[src/rtl/prbs_rand_gen_if.sv]
// Bundle of the LFSR control, state and bounded-draw handshake signals.
interface prbs_rand_gen_if #(
  parameter int unsigned WIDTH = 16,
  parameter int unsigned OUTW  = 8
) ();

  logic             shiftEn;
  logic             seedLoad;
  logic [WIDTH-1:0] seedIn;
  logic [WIDTH-1:0] outSeq;
  logic             req;
  logic [OUTW-1:0]  limit;
  logic             busy;
  logic             randValid;
  logic [OUTW-1:0]  randOut;
  logic             randErr;

  // Requester side: drives control and draw requests.
  modport master (
    output shiftEn, seedLoad, seedIn, req, limit,
    input  outSeq, busy, randValid, randOut, randErr
  );

  // Generator side.
  modport slave (
    input  shiftEn, seedLoad, seedIn, req, limit,
    output outSeq, busy, randValid, randOut, randErr
  );

endinterface

[src/rtl/prbs_rand_gen.sv]
// Fibonacci LFSR pseudo-random generator with seed load, lock-up guard and a
// rejection-sampling bounded draw returning a value in [0, limit-1].
module prbs_rand_gen #(
  parameter int unsigned      WIDTH  = 16,
  parameter logic [WIDTH-1:0] TAPS   = 16'hB400,
  parameter logic [WIDTH-1:0] SEED   = 16'hACE1,
  parameter int unsigned      OUTW   = 8,
  parameter int unsigned      MAXTRY = 15
) (
  input logic            clk,
  input logic            rst,
  prbs_rand_gen_if.slave bus
);

  localparam int unsigned     TryW   = (MAXTRY > 0) ? $clog2(MAXTRY + 1) : 1;
  localparam logic [TryW-1:0] MaxTry = TryW'(MAXTRY);

  typedef enum logic [0:0] {StIdle, StDraw} st_e;

  st_e              fsm_q;
  logic [WIDTH-1:0] state_q, state_d, state_step;
  logic [TryW-1:0]  tries_q;
  logic [OUTW-1:0]  lim_q;
  logic [OUTW-1:0]  out_q;
  logic             busy_q, valid_q, err_q;
  logic [OUTW-1:0]  cand;
  logic             accept, retry;

  // Candidate evaluation and next LFSR state (seed load beats stepping).
  always_comb begin
    cand       = state_q[OUTW-1:0];
    accept     = (cand < lim_q);
    // Only a retry advances the LFSR; the fallback cycle leaves it in place.
    retry      = (fsm_q == StDraw) && !accept && (tries_q != MaxTry);
    state_step = {state_q[WIDTH-2:0], ^(state_q & TAPS)};
    state_d    = state_q;
    if (bus.seedLoad) begin
      // An all-zero seed would lock the LFSR, so substitute the default seed.
      state_d = (bus.seedIn == '0) ? SEED : bus.seedIn;
    end else if (bus.shiftEn || retry) begin
      state_d = state_step;
    end
  end

  // LFSR state register.
  always_ff @(posedge clk) begin
    if (!rst) begin
      state_q <= SEED;
    end else begin
      state_q <= state_d;
    end
  end

  // Draw FSM with registered handshake outputs.
  always_ff @(posedge clk) begin
    if (!rst) begin
      fsm_q   <= StIdle;
      busy_q  <= 1'b0;
      valid_q <= 1'b0;
      out_q   <= '0;
      err_q   <= 1'b0;
      tries_q <= '0;
      lim_q   <= '0;
    end else begin
      valid_q <= 1'b0;
      unique case (fsm_q)
        StIdle: begin
          if (bus.req) begin
            if (bus.limit == '0) begin
              // Empty range: report an error immediately without drawing.
              valid_q <= 1'b1;
              out_q   <= '0;
              err_q   <= 1'b1;
            end else begin
              lim_q   <= bus.limit;
              tries_q <= '0;
              busy_q  <= 1'b1;
              fsm_q   <= StDraw;
            end
          end
        end
        StDraw: begin
          if (accept) begin
            out_q   <= cand;
            valid_q <= 1'b1;
            err_q   <= 1'b0;
            busy_q  <= 1'b0;
            fsm_q   <= StIdle;
          end else if (tries_q == MaxTry) begin
            out_q   <= '0;
            valid_q <= 1'b1;
            err_q   <= 1'b1;
            busy_q  <= 1'b0;
            fsm_q   <= StIdle;
          end else begin
            tries_q <= tries_q + 1'b1;
          end
        end
        default: fsm_q <= StIdle;
      endcase
    end
  end

  assign bus.outSeq    = state_q;
  assign bus.busy      = busy_q;
  assign bus.randValid = valid_q;
  assign bus.randOut   = out_q;
  assign bus.randErr   = err_q;

endmodule

[src/flat_wrapper.sv]
// flat-port wrapper written by rule: the top's interface ports become plain ports
module prbs_rand_gen_flat 
#(
  parameter int unsigned      WIDTH  = 16,
  parameter logic [WIDTH-1:0] TAPS   = 16'hB400,
  parameter logic [WIDTH-1:0] SEED   = 16'hACE1,
  parameter int unsigned      OUTW   = 8,
  parameter int unsigned      MAXTRY = 15
)
  (clk, rst, bus_shiftEn, bus_seedLoad, bus_seedIn, bus_req, bus_limit, bus_outSeq, bus_busy, bus_randValid, bus_randOut, bus_randErr);
  prbs_rand_gen_if #(.WIDTH(WIDTH), .OUTW(OUTW)) bus_i ();
  input logic clk;
  input logic rst;
  input wire logic [$bits(bus_i.shiftEn)-1:0] bus_shiftEn;
  input wire logic [$bits(bus_i.seedLoad)-1:0] bus_seedLoad;
  input wire logic [$bits(bus_i.seedIn)-1:0] bus_seedIn;
  input wire logic [$bits(bus_i.req)-1:0] bus_req;
  input wire logic [$bits(bus_i.limit)-1:0] bus_limit;
  output wire logic [$bits(bus_i.outSeq)-1:0] bus_outSeq;
  output wire logic [$bits(bus_i.busy)-1:0] bus_busy;
  output wire logic [$bits(bus_i.randValid)-1:0] bus_randValid;
  output wire logic [$bits(bus_i.randOut)-1:0] bus_randOut;
  output wire logic [$bits(bus_i.randErr)-1:0] bus_randErr;
  assign bus_i.shiftEn = bus_shiftEn;
  assign bus_i.seedLoad = bus_seedLoad;
  assign bus_i.seedIn = bus_seedIn;
  assign bus_i.req = bus_req;
  assign bus_i.limit = bus_limit;
  assign bus_outSeq = bus_i.outSeq;
  assign bus_busy = bus_i.busy;
  assign bus_randValid = bus_i.randValid;
  assign bus_randOut = bus_i.randOut;
  assign bus_randErr = bus_i.randErr;
  prbs_rand_gen #(.WIDTH(WIDTH), .TAPS(TAPS), .SEED(SEED), .OUTW(OUTW), .MAXTRY(MAXTRY)) u_core (.clk(clk), .rst(rst), .bus(bus_i));
endmodule
[config.mk]
export PLATFORM = sky130hd
export DESIGN_NAME = prbs_rand_gen_flat
export DESIGN_NICKNAME = d
export VERILOG_FILES = /design/src/rtl/prbs_rand_gen_if.sv /design/src/rtl/prbs_rand_gen.sv /design/src/flat_wrapper.sv
export SDC_FILE = /design/constraint.sdc
export NUM_CORES = 1
export LEC_CHECK = 0
export CAP_MARGIN = 0
export CORE_MARGIN = 2
export CORE_UTILIZATION = 45
export CTS_BUF_LIST = sky130_fd_sc_hd__clkbuf_16
export CTS_CLUSTER_SIZE = 8
export DETAILED_ROUTE_END_ITERATION = 6
export GPL_TIMING_DRIVEN = 0
export MAX_ROUTING_LAYER = met4
export PLACE_DENSITY = 0.76
export SLEW_MARGIN = 10
export SYNTH_ARGS = -nofsm -noshare
export SYNTH_HDL_FRONTEND = slang
export SYNTH_SLANG_ARGS = --single-unit
[constraint.sdc]
create_clock -name clk -period 2.2 [get_ports clk]
set_input_delay 0.33 -clock clk [delete_from_list [all_inputs] [get_ports clk]]
set_output_delay 0.33 -clock clk [all_outputs]
set_load 0.03 [all_outputs]
# Yosys cells after proc, flatten, opt, wreduce, memory -nomap -nowiden
# Cells that the tools add are included.
[word_totals] latch_bits=0 elab_cells=65 regBits=40 n_memories=0 ram_bits=0 rom_bits=0 in_bits=29 output_inout_bits=27
[op_classes] n_eq_ne=8 reduce_logical=12 div=0 multipliers=0 bitwise_logic=2 n_lt_le_gt_ge=1 mux=33 shifts=0 addsub=1
[ops] op="$mux 16" n=3
[ops] op="$mux 8" n=4
[ops] op="$logic_not 16->1" n=1
[ops] op="$mux 1" n=16
[ops] op="$mux 4" n=4
[ops] op="$pmux 8 s2" n=1
[ops] op="$reduce_xor 16->1" n=1
[ops] op="$reduce_and 3->1" n=3
[ops] op="$logic_not 8->1" n=1
[ops] op="$lt 8x8->1" n=1
[ops] op="$ne 2x2->1 const B" n=4
[ops] op="$pmux 1 s2" n=4
[ops] op="$pmux 4 s2" n=1
[ops] op="$add 4x1->4 const B" n=1
[ops] op="$eq 4x4->1 const B" n=1
[ops] op="$ne 4x4->1 const B" n=1
[ops] op="$reduce_and 4->1" n=1
[ops] op="$ne 3x3->1 const B" n=1
[ops] op="$logic_and 1x1->1" n=2
[ops] op="$ne 2x1->1 const B" n=1
[ops] op="$not 1->1" n=2
[ops] op="$reduce_bool 2->1" n=1
[ops] op="$logic_not 1->1" n=1
[ops] op="$logic_or 1x1->1" n=1

# Longest topological paths before layout
# Gate-level depths: netlist of run 1.
[depth] ltp_word=7 depth_mapped=9 depth_no_buf=7

# Worst setup path after synthesis of run 1
# OpenSTA, ideal clock, no wires.
[synth_path] path_kind="reg-to-reg" start="register u_core.state_q[1], in the netlist u_core.bus.outSeq[1]" end="register u_core.out_q[4], in the netlist u_core.bus.randOut[4]" path_slack_ps=198 setup_time_ps=116 synth_period_minus_slack_ps=2002 stages_incl_launch_ff=7 t_arrival_ps=1886 path_buffers=1 required_ps=2084 cell_sequence="dfxtp_1 ha_1 a2111o_1 a311oi_2 buf_6 nand4b_1 o21ai_2"
[synth_via] elab_chain_cells=3 elab_cells_between_ends=5 cone_classes="order compare: 1; eq/ne: 1; mux: 2; reduce/logical: 1"
[synth_lines] element="start: declaration" line="prbs_rand_gen.sv:21" rtl="logic [WIDTH-1:0] state_q, state_d, state_step;"
[synth_lines] element="start signal: assignment" line="prbs_rand_gen.sv:50" rtl="state_q <= state_d;"
[synth_lines] element="$lt 8x8->1 *" line="prbs_rand_gen.sv:32" rtl="accept = (cand < lim_q);"
[synth_lines] element="$ne 3x3->1 (no source line) / $mux 8 (equally long branches)"
[synth_lines] element="$reduce_and 3->1 (no source line) / $pmux 8 s2 (equally long branches)"
[synth_lines] element="end signal: assignment" line="prbs_rand_gen.sv:84" rtl="out_q <= cand;"
[synth_lines] element="end: declaration" line="prbs_rand_gen.sv:24" rtl="logic [OUTW-1:0] out_q;"
# Mark *: on every way between the ends. The rest lies on a longest branch, timed or not.
# A chain may end at the register's enable or synchronous reset.

# Final worst setup path of run 1
# Ends and elaborated chain as after synthesis.

==> results.yml, run 1 <==
status:
  status: "complete, no violations"
timing:
  max_freq_mhz: 496
  layout_worst_path_cycle_share_pct: 91.6
  final_hold_violations: 0
  slew_viol_final: 0
  final.setup_skew_ps: 4.80
  whs_ps: 452
  period_needed_ps: 2010
  final_setup_vio_count: 0
  timing.slew.headroom_pct: 58.4
  rsz0062_at_grt: "no"
  worstMarginPinSlew_ps: 622
detailed_routing:
  wl_um: 5110
  dr_total_vias: 1906
  vias_per_cell: 5.57
  dr.pass1.iters: 4
  antenna_left: 0
  wl_per_cell_um: 14.9
  drc_errors: 0
  first_iter_violations: 126
logic_synthesis:
  synth_compound_area_share_pct: 23.6
  synthDominantCellAreaShare_pct: 39.7
  synth_fp_nets: 264
  synthTopCellsByCount: "sky130_fd_sc_hd__dfxtp_1 (40), sky130_fd_sc_hd__nand2_1 (23), sky130_fd_sc_hd__inv_1 (12), sky130_fd_sc_hd__nand3_1 (12), sky130_fd_sc_hd__o21ai_0 (12)"
  yosys_warnings: 0
  main_combinational_cell_family_by_area_after_synthesis: "compound AO/OA/AOI/OAI gates"
  yosys.area_share.xor_xnor_pct: 1.74
  ys.flop_type: "sky130_fd_sc_hd__dfxtp_1"
  ys_seq_area_share_pct: 39.7
  yosys.area_share.adder_pct: 4.97
  synth.cell_area_um2: 2020
  yosysTopAreaCell: "sky130_fd_sc_hd__dfxtp_1"
  synth-edff-count: 0
  synth-seq-cells: 40
  async_flop_share_pct: 0
  netlist-cell-type-count: 40
  area_fraction_in_and_or_nand_and_nor_cells_after_synthesis_pct: 19.1
  synthesis.instances: 227
  synth_top_cells_by_area: "sky130_fd_sc_hd__dfxtp_1 (40%), sky130_fd_sc_hd__ha_1 (5.0%), sky130_fd_sc_hd__mux2i_1 (4.5%)"
  syn_area_per_cell_um2: 8.88
  synthMostInstantiatedCell: "sky130_fd_sc_hd__dfxtp_1"
  synth.mux.area_fraction_pct: 4.47
clock_tree:
  tritoncts.num_buffers: 5
  clkTransAtPathRegs_ps: 60
  max-clock-path-buffers: 2
  clock_network_latency_to_the_later_pin_of_the_worst_skew_pair_ps: 280
  postCtsHoldBufs: 0
  ctsRootBufferMaster: "sky130_fd_sc_hd__clkbuf_16"
  htree_num_levels: 2
  tritoncts_clock_tree: "yes"
  clock_sinks: 40
place:
  globalplace.congestion: 0.905
  port_buffers: 55
  numPlacedInstances: 334
  detailedPlacementHpwl_um: 3990
floorplan:
  fp.dieArea_um2: 5030
  start_util_pct: 46.6
  i_o_pin_count: 56
  die-width_um: 70.9
  placement_rows: 24
  placeableCoreArea_um2: 4320
  die_height_um: 70.9
power_and_ir_drop:
  power_switching_share_pct: 27.7
  cellInternalPower_w: 0.00152
  clockPowerShare_pct: 38.8
  cellPowerDensity_nw_per_um2: 749
  static-leakage-power_nw: 0.994
  seq_pwr_share_pct: 39.6
  net-switching-power_w: 0.000581
  irDropWorstVdd_mv: 0.443
  comb_power_share_pct: 21.6
worst_setup_path:
  worst_setup_path_start_kind: "flip-flop"
  path_cells: "ha_1, a2111o_1, a311oi_2, buf_6, nand4b_1, o21ai_2"
  timing.critical_path.buf_inv: 1
  critPathMaxStageDelay_ps: 440
  worstSetupEndpointType: "flip-flop"
  rr_endpoint: "u_core.bus.randOut[4]"
  worst_path_max_delay_cell: "sky130_fd_sc_hd__a2111o_1"
  ff2ff_path_depth: 6
  critPathRequiredTime_ps: 2370
  timing_worst_setup_path_type: "flip-flop to flip-flop"
  reg2reg_from: "u_core.bus.outSeq[1]"
  worst-r2r-setup-slack_ps: 190
  critical-path-top-delay-family: "compound AO/OA/AOI/OAI gates"
  critical_path.startpoint: "u_core.bus.outSeq[1]"
  arrival_ps: 2190
  endpoint: "u_core.bus.randOut[4]"
  crit_path_max_fanout: 10
  timing.critical_path.depth: 6
global_routing:
  antenna_found_initial: 0
  grt_use_total_pct: 22.7
  grt-ovfl-total: 0
  number_of_global_route_vias_before_repair: 1847
  grt_first_pass_wirelength_um: 8790
  grt_max_degree: 14
flow_run:
  maxCapViolCount: 0
hold_path:
  path_type_of_the_worst_min_delay_path: "flip-flop to flip-flop"
  worstHoldStart: "u_core.lim_q[3]"
finish:
  finish.net_count: 326
  n_antenna_cell: 0
  drive_gt1_share_pct: 8.97
  final_cell_count_no_fill: 342
  area.growth.synth_to_final_pct: 38.9
## through the flow
stage	power [W]	instance area, µm²	setup TNS [ps]	utilization, %	setup slack [ps]
floorplan	0.00110	2020	0	-	198
global placement	0.00129	2630	0	60.9	7.65
detailed placement	0.00130	2630	-26.6	60.9	-26.6
CTS	0.00211	2800	0	64.7	159
global route	0.00219	2800	0	64.7	50.6
finish	0.00210	2800	0	64.7	186
## power by group through the flow
stage | clock network [W] | registers (W) | logic (W)
global placement | 0 | 0.000843 | 0.000444
floorplan | 0 | 0.000902 | 0.000201
detailed placement | 0 | 0.000844 | 0.000451
global route | 0.000863 | 0.000836 | 0.000494
CTS | 0.000827 | 0.000829 | 0.000453
finish | 0.000814 | 0.000830 | 0.000453
## repair_timing
| action | in CTS | in global routing |
|---|---|---|
| buffers inserted | 0 | 0 |
| endpoints found under the setup margin | 0 | 11 |
| resized for setup | 0 | 1 |
## state kept, by name, summed over array words and instances, names as in the netlist
register / count
u_core.bus.outSeq: 16
u_core.bus.randOut: 8
u_core.lim_q: 8
u_core.tries_q: 4
u_core.bus.busy: 1
u_core.bus.randErr: 1
u_core.bus.randValid: 1
u_core.fsm_q: 1
## per-layer routing
| metal | global-route usage, % | wire, µm | vias to the layer above |
|---|---|---|---|
| met2 | 35.7 | 2420 | 54 |
| li1 | - | - | 964 |
| met5 | - | 0 | - |
| met1 | 29.6 | 2370 | 884 |
| met4 | 7.55 | 37 | 0 |
| met3 | 4.27 | 281 | 4 |
## cells by family after synthesis
kind of cell	count (synthesis)
compound gates	67
xor+xnor	4
fa+ha+maj	8
buf+inv	27
flops	40
mux	9
simple gates	72
## cell type report
cell class	count	area [µm²]
tap	52	65.1
clock inverter	3	42.5
clock buffer	5	125
inverter	12	45.0
fill	367	1530
buffer	15	82.6
sequential	40	801
multi-input combinational	160	1090
timing repair buffer	55	551
## worst reg2reg max path: stages (launching register included)
cell and delay (ps):
sky130_fd_sc_hd__dfxtp_1 410, sky130_fd_sc_hd__ha_1 260, sky130_fd_sc_hd__a2111o_1 440, sky130_fd_sc_hd__a311oi_2 410
sky130_fd_sc_hd__buf_6 190, sky130_fd_sc_hd__nand4b_1 130, sky130_fd_sc_hd__o21ai_2 60
## worst min path at each step
stage / slack (ps) / cells after the start / to
3_3_place_gp: 440 / 2 / u_core.lim_q[1]
2_1_floorplan: 440 / 2 / u_core.lim_q[1]
3_5_place_dp: 450 / 2 / u_core.lim_q[5]
4_1_cts: 460 / 2 / u_core.lim_q[3]
5_1_grt: 470 / 2 / u_core.lim_q[2]
6_report: 450 / 2 / u_core.lim_q[3]
## placed cells by master (no fill, tap or decap), drive strengths merged, types with 3 or more instances in the layout
cell type      count
nand2             23
nand4b             4
nand3             12
o21ai             19
buf                6
nor2               6
a21oi             12
dfxtp             40
nand2b            10
clkbuf            14
o211ai             9
a22oi              3
clkdlybuf4s50     55
ha                 8
o22ai              8
inv               12
nand4              5
nor4               4
a41oi              8
mux2i              9
Note: power is estimated with default switching activity, not from simulation.
==> run 2, diff against run 1 <==
--- a/config.mk
+++ b/config.mk
@@ -7,8 +7,9 @@
 export LEC_CHECK = 0
 export CAP_MARGIN = 0
 export CORE_MARGIN = 2
-export CORE_UTILIZATION = 45
+export CORE_UTILIZATION = 43
 export CTS_BUF_LIST = sky130_fd_sc_hd__clkbuf_16
+export CTS_CLUSTER_DIAMETER = 200
 export CTS_CLUSTER_SIZE = 8
 export DETAILED_ROUTE_END_ITERATION = 6
 export GPL_TIMING_DRIVEN = 0
==> constraint.sdc (replaced) <==
create_clock -name clk -period 1.7 [get_ports clk]
set_input_delay 0.255 -clock clk [delete_from_list [all_inputs] [get_ports clk]]
set_output_delay 0.255 -clock clk [all_outputs]
set_load 0.03 [all_outputs]
==> run 2 against run 1 <==
Effect of this change: the flow now finishes with violations (setup timing); clock power grew 29%; die area grew 4.4%; cell count grew 2.6%; clock-buffer cell count is the same; first-iteration DRC count is the same; critical endpoint is now u_core.bus.randErr.
==> results.yml, run 2 (synthesis gave the netlist of run 1 again) <==
worst_setup_path:
  crit_path_max_fanout: 5
  ff2ff_path_depth: 6
  worst_setup_path_start_kind: "flip-flop"
  arrival_ps: 2020
  critPathRequiredTime_ps: 1830
  timing_worst_setup_path_type: "flip-flop to flip-flop"
  worstSetupEndpointType: "flip-flop"
clock_tree:
  clock_sinks: 40
  htree_num_levels: 2
  clkTransAtPathRegs_ps: 60
  clock_network_latency_to_the_later_pin_of_the_worst_skew_pair_ps: 280
  tritoncts.num_buffers: 5
  max-clock-path-buffers: 2
  ctsRootBufferMaster: "sky130_fd_sc_hd__clkbuf_16"
  tritoncts_clock_tree: "yes"
floorplan:
  start_util_pct: 45.4
  fp.dieArea_um2: 5250
  placeableCoreArea_um2: 4440
  placement_rows: 24
  i_o_pin_count: 56
  die_height_um: 72.5
  die-width_um: 72.5
detailed_routing:
  drc_errors: 0
  wl_um: 6230
  dr.pass1.iters: 4
  vias_per_cell: 5.89
  first_iter_violations: 126
  wl_per_cell_um: 17.7
  antenna_left: 0
  dr_total_vias: 2067
power_and_ir_drop:
  seq_pwr_share_pct: 37.8
  clockPowerShare_pct: 36.4
  cellInternalPower_w: 0.00204
  comb_power_share_pct: 25.8
  static-leakage-power_nw: 1.14
  cellPowerDensity_nw_per_um2: 912
  net-switching-power_w: 0.000838
  power_switching_share_pct: 29.1
  irDropWorstVdd_mv: 0.610
global_routing:
  grt-ovfl-total: 0
  grt_max_degree: 13
  antenna_found_initial: 0
  grt_use_total_pct: 24.5
  grt_first_pass_wirelength_um: 9710
  number_of_global_route_vias_before_repair: 1982
timing:
  final_hold_violations: 0
  period_needed_ps: 1890
  rsz0062_at_grt: "yes"
  layout_worst_path_cycle_share_pct: 111
  final_setup_vio_count: 28
  timing.slew.headroom_pct: 54.5
  final.setup_skew_ps: 7.04
  slew_viol_final: 0
  layout_setup_ws_ps: -186
  max_freq_mhz: 530
  worstMarginPinSlew_ps: 683
hold_path:
  min_delay_path_depth: 3
  path_type_of_the_worst_min_delay_path: "primary input to flip-flop"
finish:
  area.growth.synth_to_final_pct: 56.4
  n_antenna_cell: 0
  finish.net_count: 335
  most_common_cell_after_layout_fill_and_taps_aside: "sky130_fd_sc_hd__clkdlybuf4s50_1"
  max_ffs_per_register: 16
  top_library_cells_by_usage_in_the_layout_fill_and_taps_aside: "sky130_fd_sc_hd__clkdlybuf4s50_1 (51), sky130_fd_sc_hd__dfxtp_1 (28), sky130_fd_sc_hd__nand2_1 (20)"
  drive_gt1_share_pct: 27.4
  final_cell_count_no_fill: 351
  final_util_pct: 70.9
place:
  globalplace.congestion: 0.889
  detailedPlacementHpwl_um: 4130
  port_buffers: 55
  numPlacedInstances: 334
flow_run:
  maxCapViolCount: 0
status:
  violations: "setup timing"
  status: "finished with violations"
## run 2: layout make-up
cell class                      instances  area (µm²)
Fill cell                             349        1290
Multi-Input combinational cell        160        1280
Sequential cell                        40         821
Timing Repair Buffer                   65         668
Clock buffer                            5         125
Buffer                                 14         106
Tap cell                               52        65.1
Inverter                               12        45.0
Clock inverter                          3        38.8
## run 2: through the flow
stage | power (W) | instance area [µm²] | hold WS, ps | setup slack (ps) | TNS (ps)
after CTS | 0.00280 | 2980 | 456 | -166 | -2170
after global routing | 0.00298 | 3150 | 279 | -237 | -4880
after floorplan | 0.00144 | 2040 | 391 | -164 | -2070
final | 0.00288 | 3150 | 265 | -186 | -2950
after detailed placement | 0.00169 | 2660 | 448 | -442 | -14180
after global placement | 0.00168 | 2660 | 444 | -455 | -13780
## run 2: power groups by stage
stage / registers, W / logic (W) / clock network (W)
final: 0.00109 / 0.000743 / 0.00105
after global routing: 0.00109 / 0.000796 / 0.00109
after CTS: 0.00108 / 0.000667 / 0.00105
after detailed placement: 0.00110 / 0.000595 / 0
after global placement: 0.00110 / 0.000584 / 0
after floorplan: 0.00117 / 0.000269 / 0
## run 2: path summary, 6_finish.rpt
kind | slack, ps | startpoint | to
max | -190 | u_core.bus.outSeq[1] | u_core.bus.randErr
max reg2reg | -190 | u_core.bus.outSeq[1] | u_core.bus.randErr
min | 260 | bus_limit[4] | u_core.lim_q[4]
min reg2reg | 460 | u_core.bus.randOut[0] | u_core.bus.randOut[0]
## run 2: critical path, cell delays in order (launching register included)
cell and delay, ps:
sky130_fd_sc_hd__dfxtp_4 350, sky130_fd_sc_hd__ha_4 230, sky130_fd_sc_hd__a2111o_1 480, sky130_fd_sc_hd__a311oi_4 350
sky130_fd_sc_hd__buf_4 180, sky130_fd_sc_hd__buf_6 110, sky130_fd_sc_hd__a211oi_2 30
## run 2: what timing repair did
action,4_1_cts,5_1_grt
setup buffers,3,5
gates cloned,2,1
endpoints found under the setup margin,40,42
pin swaps,9,13
gates resized for setup,29,42
hold buffers,0,0
## run 2: metal layers
metal / GRT usage [%] / up-vias / routed length [µm]
met5: - / - / 0
met4: 7.82 / 0 / 119
met3: 3.33 / 10 / 319
met2: 40.8 / 68 / 3120
met1: 31.0 / 1001 / 2670
li1: - / 988 / -
==> variant, RTL diff (flow settings as in run 1) <==
Reset style: asynchronous (`rst`), changed in 2 clocked blocks.
--- a/src/rtl/prbs_rand_gen.sv
+++ b/src/rtl/prbs_rand_gen.sv
@@ -45,3 +45,3 @@
   // LFSR state register.
-  always_ff @(posedge clk) begin
+  always_ff @(posedge clk or negedge rst) begin
     if (!rst) begin
@@ -54,3 +54,3 @@
   // Draw FSM with registered handshake outputs.
-  always_ff @(posedge clk) begin
+  always_ff @(posedge clk or negedge rst) begin
     if (!rst) begin
Behaviour: differs if rst is asserted again (counterexample within 4 cycles, from zero or initial values and one cycle with rst low); with rst held inactive, the same outputs for 10 cycles.
==> variant against run 1 <==
- design area grew 6.2%
- via count shrank 11%
- critical path type unchanged
- sequential cell count unchanged
- setup slack got worse by 0.14 ns
- area after synthesis barely moved
- wire length down 7.0%
- critical path depth did not move
- count of clock-buffer cells in the layout unchanged
Power is not compared: it rests on default switching activity, and its combinational part moved more than twofold at a synthesized area within 25%.
==> variant: results <==
[synthesis]
synth_compound_area_share_pct = 13.5
synth_seq_area_share_pct = 50.1
synth_fa_ha_area_share_pct = 4.96
synth-xor-area-share_pct = 1.30
syn_nets = 234
ys_types = 34
synthTopCellsByArea = dfrtp_1 (40%), dfstp_2 (10%), mux2_2 (6.7%)

[finish]
drive_gt1_share_pct = 19.5
fill_cells = 338
multi_input_area_share_pct = 31.2
multi_input_gates = 130
seq-cell-share_pct = 34.1
clock_area_share_pct = 5.47
nonClockBufferCount = 78
nets = 313
bufAreaShareNonClock_pct = 24.5

[run_status]
outcome = finished, final reports clean

[clock_network]
post_cts_resized = 1
cts_hold_buf = 1

[routing]
wl_met1_um = 2190
drt_iter0_drc = 111
route.met2.wl_um = 2230
wl_met3_um = 241
wire_per_inst_um = 14.4
viasPerCell = 5.18

[sta]
worst_pin_slew_ns = 0.882
fin_worst_skew_ns = 0.00548

[global_routing]
grtUsageMet3_pct = 5.56
grt_start_max_net_pins = 38
grt_usage_pct = 19.9
grt_pass1_vias = 1583

[place]
io_buffers = 55
dp_hpwl_um = 3410
gp_congestion = 0.832

[min_path]
hp-class = input port to async pin

[worst_setup_path]
cp_max_fo = 8
critPathMaxStageDelay_ns = 0.50
## variant: cell count changes after synthesis, sizes merged, moves of 8 or more
| cell | run 1 | this run |
|---|---|---|
| dfxtp | 40 | 0 |
| o211ai | 9 | 1 |
| inv | 12 | 21 |
| mux2 | 0 | 14 |
| nand3 | 12 | 3 |
| a41oi | 8 | 0 |
| dfrtp | 0 | 32 |
| dfstp | 0 | 8 |
## variant: final timing paths
check                                                 startpoint                                end  cells after the start  slack, ns
worst max-delay path            u_core.bus.outSeq[1]$_DFFE_PN0P_  u_core.bus.outSeq[12]$_DFFE_PN0P_                      6       0.05
worst min-delay path                                         rst   u_core.bus.outSeq[9]$_DFFE_PN0P_                      2       0.39
worst max register to register  u_core.bus.outSeq[1]$_DFFE_PN0P_  u_core.bus.outSeq[12]$_DFFE_PN0P_                      6       0.05
worst min register to register       u_core.bus.busy$_DFFE_PN0P_        u_core.bus.busy$_DFFE_PN0P_                      1       0.48
max in group asynchronous                                    rst   u_core.bus.outSeq[0]$_DFFE_PN1P_                      3       1.36
min in group clk                     u_core.bus.busy$_DFFE_PN0P_        u_core.bus.busy$_DFFE_PN0P_                      1       0.48
## variant: per-stage QoR
| stage | instance area, um2 | setup TNS [ns] | setup slack (ns) | total power [mW] | cells |
|---|---|---|---|---|---|
| 2_1_floorplan | 2020 | 0 | 0.0323 | 2.46 | 197 |
| 3_3_place_gp | 2640 | -5.65 | -0.165 | 3.10 | 304 |
| 3_5_place_dp | 2650 | -0.565 | -0.113 | 3.16 | 305 |
| 4_1_cts | 2830 | -0.0686 | -0.0226 | 3.99 | 314 |
| 5_1_grt | 2970 | -0.0398 | -0.0127 | 4.44 | 329 |
| 6_report | 2970 | 0 | 0.0471 | 4.19 | 329 |
